## config.mk

```make
export PLATFORM = sky130hd
export DESIGN_NAME = multicycle_controller
export DESIGN_NICKNAME = d
export VERILOG_FILES = /design/src/rtl/multicycle_controller.sv
export SDC_FILE = /design/constraint.sdc
export NUM_CORES = 1
export LEC_CHECK = 0
export BUFFER_PORTS_ARGS = -buffer_cell sky130_fd_sc_hd__buf_2
export CORE_MARGIN = 2
export CORE_UTILIZATION = 45
export CTS_BUF_LIST = sky130_fd_sc_hd__clkbuf_4
export CTS_CLUSTER_SIZE = 25
export DETAILED_ROUTE_END_ITERATION = 10
export GPL_TIMING_DRIVEN = 0
export PLACE_DENSITY = 0.89
export SYNTH_ARGS = -nofsm -noshare
export SYNTH_HDL_FRONTEND = slang
export SYNTH_SLANG_ARGS = --single-unit
```

## constraint.sdc

```tcl
create_clock -name clk -period 1.7 [get_ports clk]
set_input_delay 0.255 -clock clk [delete_from_list [all_inputs] [get_ports clk]]
set_output_delay 0.255 -clock clk [all_outputs]
set_load 0.03 [all_outputs]
```

## src/rtl/multicycle_controller.sv

```systemverilog
// Multicycle RISC-V style control unit: Moore FSM driving datapath selects,
// ALU operation and write strobes for lw/sw/R/I/jal/beq/lui.
// Optional feature: define ALU_XOR_EN to accept funct3=100 (xor) for R/I types.
module multicycle_controller (
    input  logic       clk,
    input  logic       rst,
    input  logic [6:0] op,
    input  logic [2:0] funct3,
    input  logic       funct7b5,
    input  logic       Zero,
    input  logic       MemReady,
    output logic       PCWrite,
    output logic       IRWrite,
    output logic       MemWrite,
    output logic       RegWrite,
    output logic       AdrSrc,
    output logic       Illegal,
    output logic [1:0] ResultSrc,
    output logic [1:0] ALUSrcA,
    output logic [1:0] ALUSrcB,
    output logic [2:0] ImmSrc,
    output logic [2:0] ALUControl
);

    localparam logic [3:0] FETCH    = 4'd0;
    localparam logic [3:0] DECODE   = 4'd1;
    localparam logic [3:0] MEMADR   = 4'd2;
    localparam logic [3:0] MEMREAD  = 4'd3;
    localparam logic [3:0] MEMWB    = 4'd4;
    localparam logic [3:0] MEMWRITE = 4'd5;
    localparam logic [3:0] EXECR    = 4'd6;
    localparam logic [3:0] EXECI    = 4'd7;
    localparam logic [3:0] ALUWB    = 4'd8;
    localparam logic [3:0] JAL      = 4'd9;
    localparam logic [3:0] BEQ      = 4'd10;
    localparam logic [3:0] LUI      = 4'd11;

    localparam logic [6:0] OP_LOAD  = 7'b0000011;
    localparam logic [6:0] OP_STORE = 7'b0100011;
    localparam logic [6:0] OP_RTYPE = 7'b0110011;
    localparam logic [6:0] OP_ITYPE = 7'b0010011;
    localparam logic [6:0] OP_JAL   = 7'b1101111;
    localparam logic [6:0] OP_BEQ   = 7'b1100011;
    localparam logic [6:0] OP_LUI   = 7'b0110111;

    localparam logic [2:0] ALU_ADD  = 3'b000;
    localparam logic [2:0] ALU_SUB  = 3'b001;
    localparam logic [2:0] ALU_AND  = 3'b010;
    localparam logic [2:0] ALU_OR   = 3'b011;
    localparam logic [2:0] ALU_SLT  = 3'b101;
    localparam logic [2:0] ALU_PASS = 3'b111;
`ifdef ALU_XOR_EN
    localparam logic [2:0] ALU_XOR  = 3'b100;
`endif

    logic [3:0] state, next_state;
    logic       f3_legal, op_legal, illegal_dec;
    logic [2:0] alu_rtype;
    logic       pcw_raw, irw_raw, mw_raw, rw_raw, ill_raw;

    // State register; reset aborts any instruction in flight
    always_ff @(posedge clk or posedge rst) begin
        if (rst) state <= FETCH;
        else     state <= next_state;
    end

    // Instruction legality and R/I-type ALU operation decode
    always_comb begin
        f3_legal  = 1'b0;
        alu_rtype = ALU_ADD;
        case (funct3)
            3'b000: begin f3_legal = 1'b1; alu_rtype = (op[5] & funct7b5) ? ALU_SUB : ALU_ADD; end
            3'b010: begin f3_legal = 1'b1; alu_rtype = ALU_SLT; end
            3'b110: begin f3_legal = 1'b1; alu_rtype = ALU_OR;  end
            3'b111: begin f3_legal = 1'b1; alu_rtype = ALU_AND; end
`ifdef ALU_XOR_EN
            3'b100: begin f3_legal = 1'b1; alu_rtype = ALU_XOR; end
`endif
            default: begin f3_legal = 1'b0; alu_rtype = ALU_ADD; end
        endcase
        case (op)
            OP_LOAD, OP_STORE, OP_RTYPE, OP_ITYPE, OP_JAL, OP_BEQ, OP_LUI: op_legal = 1'b1;
            default: op_legal = 1'b0;
        endcase
        illegal_dec = !op_legal || (((op == OP_RTYPE) || (op == OP_ITYPE)) && !f3_legal);
    end

    // Next-state logic; unreachable encodings fall back to FETCH
    always_comb begin
        next_state = FETCH;
        case (state)
            FETCH:    next_state = MemReady ? DECODE : FETCH;
            DECODE: begin
                if (illegal_dec) next_state = FETCH;
                else begin
                    case (op)
                        OP_LOAD, OP_STORE: next_state = MEMADR;
                        OP_RTYPE:          next_state = EXECR;
                        OP_ITYPE:          next_state = EXECI;
                        OP_JAL:            next_state = JAL;
                        OP_BEQ:            next_state = BEQ;
                        OP_LUI:            next_state = LUI;
                        default:           next_state = FETCH;
                    endcase
                end
            end
            MEMADR:   next_state = op[5] ? MEMWRITE : MEMREAD;
            MEMREAD:  next_state = MemReady ? MEMWB : MEMREAD;
            MEMWB:    next_state = FETCH;
            MEMWRITE: next_state = MemReady ? FETCH : MEMWRITE;
            EXECR:    next_state = ALUWB;
            EXECI:    next_state = ALUWB;
            ALUWB:    next_state = FETCH;
            JAL:      next_state = ALUWB;
            BEQ:      next_state = FETCH;
            LUI:      next_state = ALUWB;
            default:  next_state = FETCH;
        endcase
    end

    // Per-state datapath controls; everything not named in a state stays 0
    always_comb begin
        pcw_raw    = 1'b0;
        irw_raw    = 1'b0;
        mw_raw     = 1'b0;
        rw_raw     = 1'b0;
        ill_raw    = 1'b0;
        AdrSrc     = 1'b0;
        ResultSrc  = 2'b00;
        ALUSrcA    = 2'b00;
        ALUSrcB    = 2'b00;
        ALUControl = ALU_ADD;
        case (state)
            FETCH: begin
                ALUSrcB   = 2'b10;
                ResultSrc = 2'b10;
                irw_raw   = MemReady;
                pcw_raw   = MemReady;
            end
            DECODE: begin
                ALUSrcA = 2'b01;
                ALUSrcB = 2'b01;
                ill_raw = illegal_dec;
            end
            MEMADR: begin
                ALUSrcA = 2'b10;
                ALUSrcB = 2'b01;
            end
            MEMREAD:  AdrSrc = 1'b1;
            MEMWB: begin
                ResultSrc = 2'b01;
                rw_raw    = 1'b1;
            end
            MEMWRITE: begin
                AdrSrc = 1'b1;
                mw_raw = 1'b1;
            end
            EXECR: begin
                ALUSrcA    = 2'b10;
                ALUControl = alu_rtype;
            end
            EXECI: begin
                ALUSrcA    = 2'b10;
                ALUSrcB    = 2'b01;
                ALUControl = alu_rtype;
            end
            ALUWB:    rw_raw = 1'b1;
            JAL: begin
                ALUSrcA = 2'b01;
                ALUSrcB = 2'b10;
                pcw_raw = 1'b1;
            end
            BEQ: begin
                ALUSrcA    = 2'b10;
                ALUControl = ALU_SUB;
                pcw_raw    = Zero;
            end
            LUI: begin
                ALUSrcB    = 2'b01;
                ALUControl = ALU_PASS;
            end
            default: ;
        endcase
    end

    // Immediate format selected directly from the opcode
    always_comb begin
        case (op)
            OP_STORE: ImmSrc = 3'b001;
            OP_BEQ:   ImmSrc = 3'b010;
            OP_JAL:   ImmSrc = 3'b011;
            OP_LUI:   ImmSrc = 3'b100;
            default:  ImmSrc = 3'b000;
        endcase
    end

    // Strobes are masked by reset so nothing is written while rst is high
    always_comb begin
        PCWrite  = pcw_raw & ~rst;
        IRWrite  = irw_raw & ~rst;
        MemWrite = mw_raw  & ~rst;
        RegWrite = rw_raw  & ~rst;
        Illegal  = ill_raw & ~rst;
    end

endmodule
```

Word level (Yosys, flattened, before mapping):

Index checks and enable logic that the tools add are counted.
Widths: inputs -> output; s select.

* shifts and indexed selects: 0
* multipliers: 0
* div/mod/pow operators: 0
* mux-type cells: 22
* bitwise operators: 7
* reduce and logical (&&, ||, !) cells: 18
* equality and inequality tests: 21
* $add $sub $neg: 0
* magnitude comparators: 0

Operator list (number)
* $pmux 4 s6: 2
* $pmux 3 s4: 2
* $eq 7x6->1 const B: 3
* $eq 4x3->1 const B: 4
* $eq 4x4->1 const B: 4
* $reduce_or 4->1: 4
* $eq 7x7->1 const B: 2
* $pmux 2 s2: 3
* $reduce_or 2->1: 6
* $mux 1: 9
* $mux 3: 3
* $pmux 3 s3: 1
* $eq 4x2->1 const B: 2
* $eq 7x2->1 const B: 1
* $eq 7x5->1 const B: 1
* $reduce_or 7->1: 1
* $and 1x1->1: 6
* $eq 3x3->1 const B: 2
* $eq 4x1->1 const B: 1
* $logic_not 4->1: 1
* $mux 4: 1
* $eq 3x2->1 const B: 1
* $logic_not 3->1: 1
* $pmux 1 s3: 1
* other kinds (4): 6

* memory bits (read-only): 0
* latch bits: 0
* memory bits (writable): 0
* input port bits: 15
* flip-flop bits (word level): 4
* logic and storage cells: 69
* memories: 0

Logic depth before layout (Yosys ltp):

Gate-level depths: netlist (run 1).

* depth after elaboration: 8
* mapped depth: 5

Least setup slack after synthesis (run 1):

OpenSTA, ideal clock, no wires.

* path type: register to output
* start point: register state[1]
* end point: output port ResultSrc[1]
* cell stages (with the launch flop): 4
* slack: -0.310 ns
* arrival time: 1.755 ns
* required time: 1.445 ns
* cells stage by stage: dfrtp_1 -> clkbuf_1 -> clkbuf_1 -> nor4_1

* cells in the longest elaborated chain, start to end: 2
* elaborated cells on any way between the ends: 3

Ends and longest elaborated chain
* from (decl): RTL line 56 `logic [3:0] state, next_state;`
* from (signal assigned): RTL line 64 `else state <= next_state;`
* $eq 4x3->1 or $logic_not 4->1 (tied branches): RTL line 133 `case (state)`
* $pmux 2 s2 (*): RTL line 133
* to (decl): RTL line 18 `output logic [1:0] ResultSrc,`

Every way passes the cells marked *; elsewhere a longest branch is shown, timed or not.

Final worst setup path (run 1):

* start point: register state[3]
* end point: output port ALUControl[0]

* cells in the longest elaborated chain, start to end: 3
* elaborated cells on any way between the ends: 6

Ends and longest elaborated chain
* $eq 4x3->1: RTL line 133
* $reduce_or 2->1 (no source line)
* $pmux 3 s3 (*): RTL line 133
* to (decl): RTL line 22 `output logic [2:0] ALUControl`

Marks and branches as above.

==> reports/qor.csv, run 1 <==
metric,value,unit
LEAKAGE,0.532,nW
Yosys top cell area share,0.143,
Mapped Area,699,um^2
Post-DRT Antenna Nets,0,
critical path's slowest cell,dfrtp_2,
Top Registers,state (4),
synth-to-layout area growth,74.6,%
Comb pwr share,0.594,
final setup fails,5,
Final Wtd Congestion,0.834,
clock share of power,0.207,
Hold Crit Class,primary input to register,
post-route design area,1220,um^2
Int Pwr,335,uW
Vias,976,
worst skew pair latency,0.24,ns
"commonest non-fill, non-tap cell in the layout",buf_4,
DRC viols,0,
area of the multi-input gates,652,um^2
Final nets,164,
"Top FF cell, synth",dfrtp_1,
H-tree depth,1,
RSZ-0062 raised after global routing,yes,
Antenna Cells,0,
Post-Route Utilization,0.820,
first-pass GRT wire length,3.77,mm
status,finished with violations,
initial antenna violation count,0,
CTS tree,done,
crit-path cells,nand2b_1 -> nor3_2 -> o21a_1 -> buf_2,
CTS Buf Count,3,
max reg flops,4,
#FFs+latches synth,4,
"CTS clk-pin slew, worst paths",0.04,ns
NetSw,233,uW
synthesized area per cell,7.14,um^2
Reg power frac,0.199,
initial drt markers,16,
startpoint types,register,
placed cells,146,
Power per Cell Area,466,nW/um^2
die outline width,43.4,um
Critical Path RT,1.44,ns
"Seq/Total Area, Yosys",0.143,
Finished Layout Cells,163,
Post-Synthesis Cells,98,
DR pass1 iterations,4,
failing checks,setup timing,
CTS root buf,clkbuf_4,
WP data arrival,1.52,ns
CP Buf/Inv Count,1,
largest net degree at the start of global routing,11,
most flop-heavy register,state,
Crit path max-delay family,simple AND/OR/NAND/NOR gates,
"commonest non-fill, non-tap cells in the layout","25 x buf_4, 16 x buf_2, 7 x buf_6, 7 x nand2_1, 6 x nor2_1",
DR WL/cell,16.4,um
Tcrit/Tclk final,1.04,
PortBufs,32,
CTS Buffer Depth,2,
cell row count,14,
fraction of layout cells with a size suffix above 1,0.551,
final WL,2.67,mm
async set or reset register ratio after synthesis,1.00,
Post-Syn Nets,113,
Final WS setup,-0.0718,ns
Slew @ Worst Pin,0.462,ns
DR vias/cell,5.99,
Total GRT Usage,0.262,
Fmax,564,MHz
Seq. cell area,104,um^2
"EDFF count, synth",0,
CP Max Fanout,7,
CP peak stage delay,0.47,ns
total gr overflow,0,
# IOs,33,
Tmin final,1.77,ns
"area leader, netlist",dfrtp_1,
fillers,90,
number of global-route vias before repair,861,
final-report hold violation count,0,
Worst slew margin,0.688,
Crit. End Element,primary output,
CORE AREA,1490,um^2
# clock sinks,4,
post-DP HPWL,1.42,mm
Die Area,1890,um^2
type of the worst setup path,register to primary output,
Switching Share,0.410,
Final Slew Violations,0,
Max-cap violations,0,
post-synth cell types,38,
Placed Area,907,um^2
Starting Density,0.470,
Synthesis Warnings,0,
Worst Skew,0.0113,ns
die height,43.4,um
peak supply drop,477,uV
synth top area cells,"dfrtp_1 14%, nor3_1 5.7%, mux2i_1 4.3%",
-- cell type report --
cell class	instances	share of cell area
buffer	6	0.0492
clock buffer	3	0.0184
inverter	4	0.0123
multi-input combinational	83	0.534
sequential	4	0.0850
tap	16	0.0164
timing repair buffer	47	0.285
-- synthesized netlist by cell type, types with 2 or more instances --
master     count
nor2_1         8
nor3_1         8
nand2_1        7
nand3_1        6
clkbuf_1       5
a21boi_0       4
dfrtp_1        4
inv_1          4
nand2b_1       4
a21oi_1        3
a31oi_1        3
mux2i_1        3
o22ai_1        3
or3_1          3
xnor2_1        3
buf_2          2
nor2b_1        2
nor3b_1        2
o22a_1         2
o2bb2ai_1      2
or2b_1         2
xor2_1         2
-- worst paths after layout --
path | cells after the start | slack, ns | from | end
min in group asynchronous | 3 | 0.53 | rst | state[1]
max in group asynchronous | 3 | 0.96 | rst | state[2]
worst max-delay path | 4 | -0.07 | state[3] | ALUControl[0]
worst max register to register | 5 | 0.17 | state[1] | state[2]
worst min-delay path | 3 | 0.36 | op[3] | state[1]
worst min register to register | 2 | 0.72 | state[0] | state[1]
-- logic make-up after synthesis --
logic type / count (synthesis) / synth area share
AND/OR/NAND/NOR: 50 / 0.401
AO/OA/AOI/OAI: 24 / 0.272
buffers and inverters: 11 / 0.0626
XOR/XNOR: 5 / 0.0626
multiplexers: 4 / 0.0590
flip-flops: 4 / 0.143
-- power by group through the flow --
stage	clock network [mW]	logic (mW)	registers (mW)
after floorplan	0	0.181	0.107
after global placement	0	0.246	0.108
after detailed placement	0	0.252	0.108
after CTS	0.117	0.295	0.110
after global routing	0.124	0.359	0.113
final	0.118	0.338	0.113
-- metal layers --
layer	up-vias	GRT usage	routed length, um
li1	462	-	-
met1	468	0.286	1070
met2	42	0.496	1410
met3	4	0.0333	133
met4	0	0.115	53
met5	-	0	0
-- worst register-to-register path, delay by kind of cell, from the launching register on --
kind | cells | cell delay [ns]
AOI/OAI and AO/OA | 2 | 0.32
and+or+nand+nor | 1 | 0.39
buffers and inverters | 2 | 0.27
DFF | 1 | 0.43
-- timing repair --
| action | in CTS | in global routing |
|---|---|---|
| endpoints found under the hold margin | 4 | 0 |
| gates resized for setup | 38 | 25 |
| hold buffers | 1 | 0 |
| setup buffers | 8 | 6 |
| setup endpoints to repair | 13 | 12 |
| pin swaps | 7 | 12 |
-- metrics by stage --
| step | setup WS (ns) | power, mW | hold WS [ns] | setup TNS [ns] |
|---|---|---|---|---|
| after floorplan | -0.257 | 0.288 | 0.0291 | -0.891 |
| after global placement | -0.0949 | 0.354 | 0.182 | -0.337 |
| after detailed placement | -0.134 | 0.360 | 0.186 | -0.477 |
| after CTS | -0.0741 | 0.521 | 0.335 | -0.0844 |
| after global routing | -0.103 | 0.596 | 0.375 | -0.545 |
| final | -0.0718 | 0.569 | 0.364 | -0.141 |
Note: power is estimated with default switching activity, not from simulation.
==> run 2: changes to the inputs <==
--- a/config.mk
+++ b/config.mk
@@ -13,6 +13,7 @@
 export DETAILED_ROUTE_END_ITERATION = 10
 export GPL_TIMING_DRIVEN = 0
 export PLACE_DENSITY = 0.89
+export SKIP_LAST_GASP = 1
 export SYNTH_ARGS = -nofsm -noshare
 export SYNTH_HDL_FRONTEND = slang
 export SYNTH_SLANG_ARGS = --single-unit
==> constraint.sdc (replaced) <==
create_clock -name clk -period 1.7 [get_ports clk]
set_input_delay 0.255 -clock clk [delete_from_list [all_inputs] [get_ports clk]]
set_output_delay 0.255 -clock clk [all_outputs]
set_load 0.01 [all_outputs]
==> run 2 against run 1 <==
Compared with the run above: the flow still finishes with violations (setup timing); die area is the same; global-route usage decreased by 2.1 points; sequential power is 4% lower; largest cell class unchanged.
==> reports/qor.csv, run 2 (synthesis gave the netlist of run 1 again) <==
metric,value,unit,change
Antenna Cells,0,,unchanged
critical path's slowest cell,or3b_4,,
Critical Path RT,1.44,ns,about the same
initial antenna violation count,0,,unchanged
die outline width,43.4,um,unchanged
Post-DRT Antenna Nets,0,,unchanged
Finished Layout Cells,162,,-0.61%
type of the worst setup path,primary input to primary output,,
CTS Buffer Depth,2,,unchanged
Total GRT Usage,0.241,,-0.0206
most flop-heavy register,state,,
Worst Skew,0.00783,ns,-0.00344 ns
# clock sinks,4,,unchanged
CTS Buf Count,3,,unchanged
fraction of layout cells with a size suffix above 1,0.452,,-0.0990
initial drt markers,14,,-2
WP data arrival,1.49,ns,-0.03 ns
PortBufs,32,,unchanged
Tmin final,1.74,ns,-0.0271 ns
worst skew pair latency,0.24,ns,about the same
Worst slew margin,0.706,,+0.0182
total gr overflow,0,,unchanged
Slew @ Worst Pin,0.435,ns,-0.0267 ns
fillers,118,,+31%
startpoint types,primary input,,
Final nets,163,,-0.61%
CP peak stage delay,0.43,ns,-0.04 ns
synth-to-layout area growth,51.3,%,
CTS root buf,clkbuf_4,,
Worst path most repeated cell,buf_2,,
Tcrit/Tclk final,1.03,,-0.0160
Crit. End Element,primary output,,
Final Slew Violations,0,,unchanged
DR vias/cell,5.73,,-4.2%
Hold Crit Class,primary input to register,,
Seq. cell area,103,um^2,-1.2%
Final Wtd Congestion,0.873,,+4.7%
post-DP HPWL,1.42,mm,about the same
"Power, Total",478,uW,-16%
final setup fails,4,,-1
placed cells,146,,unchanged
Hold WS,0.368,ns,+0.00394 ns
Fmax,573,MHz,+1.6%
Top Registers,state (4),,
failing checks,setup timing,,
first-pass GRT wire length,3.45,mm,-8.6%
"commonest non-fill, non-tap cells in the layout","34 x buf_2, 14 x buf_4, 7 x nor3_1, 7 x nand2_1",,
cell row count,14,,unchanged
H-tree depth,1,,unchanged
"commonest non-fill, non-tap cell in the layout",buf_2,,
Starting Density,0.470,,unchanged
peak supply drop,377,uV,-21%
area of the multi-input gates,583,um^2,-11%
status,finished with violations,,
Max-cap violations,0,,unchanged
setup TNS,-0.120,ns,+0.0207 ns
"CTS clk-pin slew, worst paths",0.04,ns,about the same
CORE AREA,1490,um^2,unchanged
max reg flops,4,,unchanged
CP Max Fanout,7,,unchanged
DR pass1 iterations,4,,unchanged
# IOs,33,,unchanged
Final WS setup,-0.0447,ns,+0.0271 ns
final-report hold violation count,0,,unchanged
crit-path cells,buf_2 -> or3b_4 -> a2111oi_4 -> nor2_1 -> o22ai_1 -> buf_2,,
LEAKAGE,0.495,nW,-7.0%
final WL,2.23,mm,-16%
Placed Area,880,um^2,-3.0%
DRC viols,0,,unchanged
die height,43.4,um,unchanged
Vias,929,,-4.8%
CTS tree,done,,
RSZ-0062 raised after global routing,yes,,
Power per Cell Area,451,nW/um^2,-3.1%
DR WL/cell,13.8,um,-16%
post-route design area,1060,um^2,-13%
Die Area,1890,um^2,unchanged
number of global-route vias before repair,818,,-5.0%
largest net degree at the start of global routing,11,,unchanged
run 2: cell types whose count changed in the layout (fill, tap and decap cells not counted), sizes merged:
cell / previous run / this run
buf: 50 / 49
run 2: final cells by class:
class / instances / area share
Inverter: 4 / 0.0142
Tap cell: 16 / 0.0189
Timing Repair Buffer: 46 / 0.253
Buffer: 6 / 0.0449
Multi-Input combinational cell: 83 / 0.551
Clock buffer: 3 / 0.0213
Sequential cell: 4 / 0.0969
run 2: final timing paths:
check / endpoint / slack [ns] / depth (start not counted) / start
max: Illegal / -0.04 / 6 / op[3]
min: state[0] / 0.37 / 3 / MemReady
max reg2reg: state[3] / 0.23 / 5 / state[1]
min reg2reg: state[2] / 0.69 / 3 / state[2]
max in group asynchronous: state[3] / 1.03 / 3 / rst
min in group asynchronous: state[0] / 0.49 / 3 / rst
run 2: metal layers:
metal | vias to the layer above | part of all wire | GRT usage
met2 | 37 | 0.53 | 0.442
met5 | - | 0 | 0
met3 | 4 | 0.050 | 0.0292
li1 | 456 | - | -
met4 | 0 | 0.013 | 0.115
met1 | 432 | 0.41 | 0.274
run 2: timing repair:
action                     4_1_cts  5_1_grt
buffers inserted                10        3
hold buffers                     1        0
gates resized for setup         15        5
pin swaps                        0        3
setup endpoints to repair       12       12
hold endpoints to repair         4        0
run 2: stage by stage:
step | utilization | setup WS, ns
4_1_cts | 0.691 | -0.0335
5_1_grt | 0.711 | -0.122
2_1_floorplan | - | 0.181
3_5_place_dp | 0.591 | -0.0599
3_3_place_gp | 0.591 | -0.0268
6_report | 0.711 | -0.0447
run 2: report_power, final:
| group | switching (mW) | total, mW | internal (mW) |
|---|---|---|---|
| Sequential | 0.00782 | 0.109 | 0.101 |
| Combinational | 0.128 | 0.250 | 0.123 |
| Clock | 0.0397 | 0.119 | 0.0790 |
| Total | 0.175 | 0.478 | 0.303 |
run 2: critical path, delay by kind of cell:
family	cells	cell delay, ns
AO/OA/AOI/OAI	2	0.42
buffers and inverters	2	0.30
AND/OR/NAND/NOR	2	0.52
